`config.mk`:
```
export PLATFORM = sky130hd
export DESIGN_NAME = multi_edge_detector
export DESIGN_NICKNAME = d
export VERILOG_FILES = /design/src/rtl/multi_edge_detector.sv
export SDC_FILE = /design/constraint.sdc
export NUM_CORES = 1
export LEC_CHECK = 0
export CORE_MARGIN = 4
export CORE_UTILIZATION = 55
export DETAILED_ROUTE_END_ITERATION = 10
export PLACE_DENSITY_LB_ADDON = 0.05
export SLEW_MARGIN = 20
export SYNTH_ARGS = -nofsm -noshare
export SYNTH_HDL_FRONTEND = slang
export SYNTH_SLANG_ARGS = --single-unit
```
`constraint.sdc`:
```
create_clock -name clk -period 2.7 [get_ports clk]
set_clock_uncertainty 0.05 [all_clocks]
set_input_delay 0.27 -clock clk [delete_from_list [all_inputs] [get_ports clk]]
set_output_delay 0.27 -clock clk [all_outputs]
set_load 0.02 [all_outputs]
```
`src/rtl/multi_edge_detector.sv`:
```
// multi_edge_detector
//   Multi-channel edge detector. Each channel synchronises an asynchronous
//   input, debounces it with a stability filter, and then detects rising
//   and/or falling edges of the filtered level. Each accepted edge produces
//   a one-cycle pulse, sets a sticky flag and bumps a saturating counter.
//
// Ports
//   clk        single clock, all state on rising edge
//   resetn     asynchronous active-low reset
//   data_in    [N_CH]        raw (possibly asynchronous) inputs
//   rise_en    [N_CH]        enable rising-edge events per channel
//   fall_en    [N_CH]        enable falling-edge events per channel
//   clr        [N_CH]        sticky-flag clear pulse
//   cnt_clr    [N_CH]        counter clear pulse
//   pulse_out  [N_CH]        one-cycle event pulse
//   sticky     [N_CH]        latched event flag
//   event_cnt  [N_CH*CNT_W]  saturating counters, channel i at [i*CNT_W +: CNT_W]
//   any_event               OR of all sticky flags

module multi_edge_detector_lane #(
  parameter int SYNC_STAGES = 2,
  parameter int FILT_CYCLES = 4,
  parameter int CNT_W       = 8
) (
  input  logic             clk,
  input  logic             resetn,
  input  logic             din,
  input  logic             rise_en,
  input  logic             fall_en,
  input  logic             clr,
  input  logic             cnt_clr,
  output logic             pulse,
  output logic             sticky,
  output logic [CNT_W-1:0] cnt
);
  localparam int             SW       = $clog2(FILT_CYCLES) + 1;
  localparam logic [SW-1:0]  STAB_MAX = SW'(FILT_CYCLES - 1);
  localparam logic [CNT_W-1:0] CNT_MAX = '1;

  logic [SYNC_STAGES-1:0] sync;
  logic                   s;
  logic [SW-1:0]          stab;
  logic                   filt_level;
  logic                   filt_prev;
  logic                   rise;
  logic                   fall;
  logic                   ev;

  assign s = sync[SYNC_STAGES-1];

  always_ff @(posedge clk or negedge resetn) begin
    if (!resetn) begin
      sync <= '0;
    end else begin
      sync[0] <= din;
      for (int k = 1; k < SYNC_STAGES; k++) sync[k] <= sync[k-1];
    end
  end

  // Level is only accepted after FILT_CYCLES consecutive differing samples;
  // any sample matching the current level restarts the count.
  always_ff @(posedge clk or negedge resetn) begin
    if (!resetn) begin
      stab       <= '0;
      filt_level <= 1'b0;
      filt_prev  <= 1'b0;
    end else begin
      filt_prev <= filt_level;
      if (s == filt_level) begin
        stab <= '0;
      end else if (stab == STAB_MAX) begin
        filt_level <= s;
        stab       <= '0;
      end else begin
        stab <= stab + SW'(1);
      end
    end
  end

  assign rise = filt_level & ~filt_prev;
  assign fall = ~filt_level & filt_prev;
  assign ev   = (rise & rise_en) | (fall & fall_en);

  // An event coinciding with a clear wins: the flag stays set and the
  // counter restarts at 1 so the event is not lost.
  always_ff @(posedge clk or negedge resetn) begin
    if (!resetn) begin
      pulse  <= 1'b0;
      sticky <= 1'b0;
      cnt    <= '0;
    end else begin
      pulse <= ev;
      if (ev)       sticky <= 1'b1;
      else if (clr) sticky <= 1'b0;
      if (ev) begin
        if (cnt_clr)             cnt <= CNT_W'(1);
        else if (cnt != CNT_MAX) cnt <= cnt + CNT_W'(1);
      end else if (cnt_clr) begin
        cnt <= '0;
      end
    end
  end
endmodule

module multi_edge_detector #(
  parameter int N_CH        = 8,
  parameter int SYNC_STAGES = 2,
  parameter int FILT_CYCLES = 4,
  parameter int CNT_W       = 8
) (
  input  logic                  clk,
  input  logic                  resetn,
  input  logic [N_CH-1:0]       data_in,
  input  logic [N_CH-1:0]       rise_en,
  input  logic [N_CH-1:0]       fall_en,
  input  logic [N_CH-1:0]       clr,
  input  logic [N_CH-1:0]       cnt_clr,
  output logic [N_CH-1:0]       pulse_out,
  output logic [N_CH-1:0]       sticky,
  output logic [N_CH*CNT_W-1:0] event_cnt,
  output logic                  any_event
);
  for (genvar i = 0; i < N_CH; i++) begin : g_lane
    multi_edge_detector_lane #(
      .SYNC_STAGES(SYNC_STAGES),
      .FILT_CYCLES(FILT_CYCLES),
      .CNT_W      (CNT_W)
    ) u_lane (
      .clk    (clk),
      .resetn (resetn),
      .din    (data_in[i]),
      .rise_en(rise_en[i]),
      .fall_en(fall_en[i]),
      .clr    (clr[i]),
      .cnt_clr(cnt_clr[i]),
      .pulse  (pulse_out[i]),
      .sticky (sticky[i]),
      .cnt    (event_cnt[i*CNT_W +: CNT_W])
    );
  end

  assign any_event = |sticky;
endmodule

```
==> results.toml <==
[outcome]
status = "complete, no violations"

[timing]
finalSetupViolations = 0
min_period_ns = 2.141
rsz0062_at_grt = "no"
finalMaxSlewViolations = 0
fin_setup_tns_ns = 0
post-route-period-util = 0.7929
worst_pin_slew_ns = 0.5109
fmax_mhz = 467.1
setup_ws_ns = 0.5593
hold_viol = 0
maxSlewHeadroom = 0.6574

[synthesis]
synth_area_leaders = "dfrtp_1, nand3b_4, ha_1, a21oi_1, nand3_1"
syn_area_um2 = 6238
ys_ff_latch = 136
syn_inst = 544
async_flop_share = 1.000
synth_edf_count = 0
seq_area_frac_synth = 0.5455
synth_top_cell_by_area = "dfrtp_1"
yosysWarningCount = 0
postSynthAreaPerCell_um2 = 11.47
ys.flop_type = "dfrtp_1"
yosysTopAreaCellShare = 0.5455
synth_cell_types = 46
syn_nets = 602

[place]
place_area_um2 = 7496
dp.cells = 780
portBuffers = 122
place_hpwl_um = 9324
place.gp.congestion = 0.8730
pre_cts_ws_ns = 0.6477

[grt]
grt_pass1_vias = 4644
grt_max_degree = 55
grt_antenna_before_repair = 0
grtUsageTotal = 0.2184
grt_first_pass_wirelength_um = 22510
grt_overflow_total = 0

[die]
design.portCount = 123
die_y_um = 114.5
rows = 38
fp.dieW_um = 114.5
core_um2 = 10980
start_util = 0.5680
dieArea_um2 = 13110

[critical_path]
worstSetupStartpointType = "flop"
reg2reg_to = "g_lane[5].u_lane.cnt[5]"
cp.required_ns = 2.38
r2r_slack_ns = 0.80
cp-end-kind = "output pin"
worstReg2RegStart = "g_lane[5].u_lane.cnt[0]"
crit_type = "flop to output pin"
ff2ff_path_depth = 5
cp_max_fo = 3
arrival_ns = 1.82

[clocking]
cts_tree = "yes"
clk_latency_ns = 0.41
clkTransAtPathRegs_ns = 0.06
cts.path.max_buffers = 2
htree_levels = 4
cts.root.buffer_cell = "clkbuf_16"
cts_buffers = 17
clkSinkCount = 136

[detailed_routing]
dr.pass1.iters = 6
vias = 4690
routed_wl_um = 13490
vias_per_cell = 5.769
routedWlPerCell_um = 16.59
drc = 0
final_antenna_net_count = 0
drt_iter0_drc = 409

[flow_run]
drv_cap = 0

[cells_and_area]
layout-drive-gt1-share = 0.1025
nets = 718
area_growth_pct = 30.30
diodes = 0
final_cells = 813
nFillCells = 754
stdcell_area_um2 = 8129

[power]
pwr_density_cell_nw_per_um2 = 888.6
p_leak_uw = 0.003479
vdd_drop_max_v = 0.0006644
power_uw = 7224

[hold_path]
worstHoldStart = "data_in[7]"
min_path_cells = 1
worstHoldEndpoint = "g_lane[7].u_lane.sync[0]"
min_path_type = "input port to flop"
[kinds of logic after synthesis]
logic type                 after synthesis  synth area share
DFF                                    136            0.5455
xor gates and xnor gates                14           0.01966
buffers and inverters                   40           0.03409
adders and majority gates               16           0.03209
and+or+nand+nor                        218            0.2216
AOI/OAI and AO/OA                      101            0.1139
muxes                                   19           0.03309
[worst max-delay path: stages, from the launching register on]
cell	delay [ns]
dfrtp_1	0.44
nor4_1	0.28
nand2_1	0.12
clkdlybuf4s50_1	0.56
[Yosys cell counts (all sizes together), types with 8 or more instances]
library cell	number
nor3	14
nand2	29
dfrtp	136
a211oi	15
nor3b	14
ha	16
inv	12
a21oi	30
nand3b	23
o211ai	8
buf	24
xnor2	14
nor2	28
nand3	30
nand4	11
mux2	13
or3	14
nor2b	23
o21ai	15
[sequential cells by signal (all words and copies together) (netlist names)]
register and count:
g_lane.u_lane.cnt 64, g_lane.u_lane.sticky 8, g_lane.u_lane.pulse 8, g_lane.u_lane.sync 16
g_lane.u_lane.stab 24, g_lane.u_lane.filt_level 8, g_lane.u_lane.filt_prev 8
[layout by cell type (no fill, tap or decap), types with 14 or more instances in the layout]
| cell type | instances |
|---|---|
| ha_1 | 16 |
| clkbuf_16 | 17 |
| nor2_1 | 28 |
| xnor2_1 | 14 |
| dfrtp_1 | 136 |
| nand3_1 | 30 |
| clkdlybuf4s50_1 | 121 |
| or3_1 | 14 |
| nand2_1 | 29 |
| nor3b_1 | 14 |
| a21oi_1 | 30 |
| a211oi_1 | 15 |
| nor2b_1 | 23 |
| o21ai_0 | 15 |
[worst max path at each step]
stage | depth (start not counted) | end | slack, ns | start
global placement | 5 | g_lane[5].u_lane.cnt[5] | 0.74 | rise_en[5]
detailed placement | 5 | g_lane[5].u_lane.cnt[5] | 0.65 | rise_en[5]
global route | 3 | any_event | 0.43 | g_lane[0].u_lane.sticky
floorplan | 5 | g_lane[5].u_lane.cnt[5] | 0.96 | g_lane[5].u_lane.cnt[0]
finish | 3 | any_event | 0.56 | g_lane[0].u_lane.sticky
CTS | 3 | any_event | 0.51 | g_lane[0].u_lane.sticky
[cell type report]
cell class                 count  area [um2]  share of cell area
multi-input combinational    368        2623              0.3226
sequential                   136        3403              0.4187
tap                          140       175.2             0.02155
clock buffer                  18       439.2             0.05402
inverter                      12       45.04            0.005541
clock inverter                14       183.9             0.02263
timing repair buffer         125        1260              0.1550
[through the flow]
| step | hold WS [ns] | util |
|---|---|---|
| final | 0.2424 | 0.7401 |
| after global routing | 0.2277 | 0.7401 |
| after CTS | 0.2266 | 0.7401 |
| after detailed placement | 0.1918 | 0.6825 |
| after global placement | 0.1858 | 0.6825 |
| after floorplan | -0.07559 | - |
[routing by layer]
metal / share of wire / GRT usage
met4: 0.013 / 0.09105
met1: 0.42 / 0.2846
met2: 0.50 / 0.3496
met3: 0.061 / 0.05444
met5: 0 / 0
[repair_timing]
item	CTS	global route
endpoints found under the setup margin	0	0
resized for setup	0	0
endpoints found under the hold margin	49	0
buffers inserted	0	0
hold buffers	1	0
[report_power, final]
group	internal, uW	switching [uW]	total [uW]
sequential	2470	438	2910
clock	1500	907	2410
combinational	946	964	1910
Power figures use the tool's default switching activity.
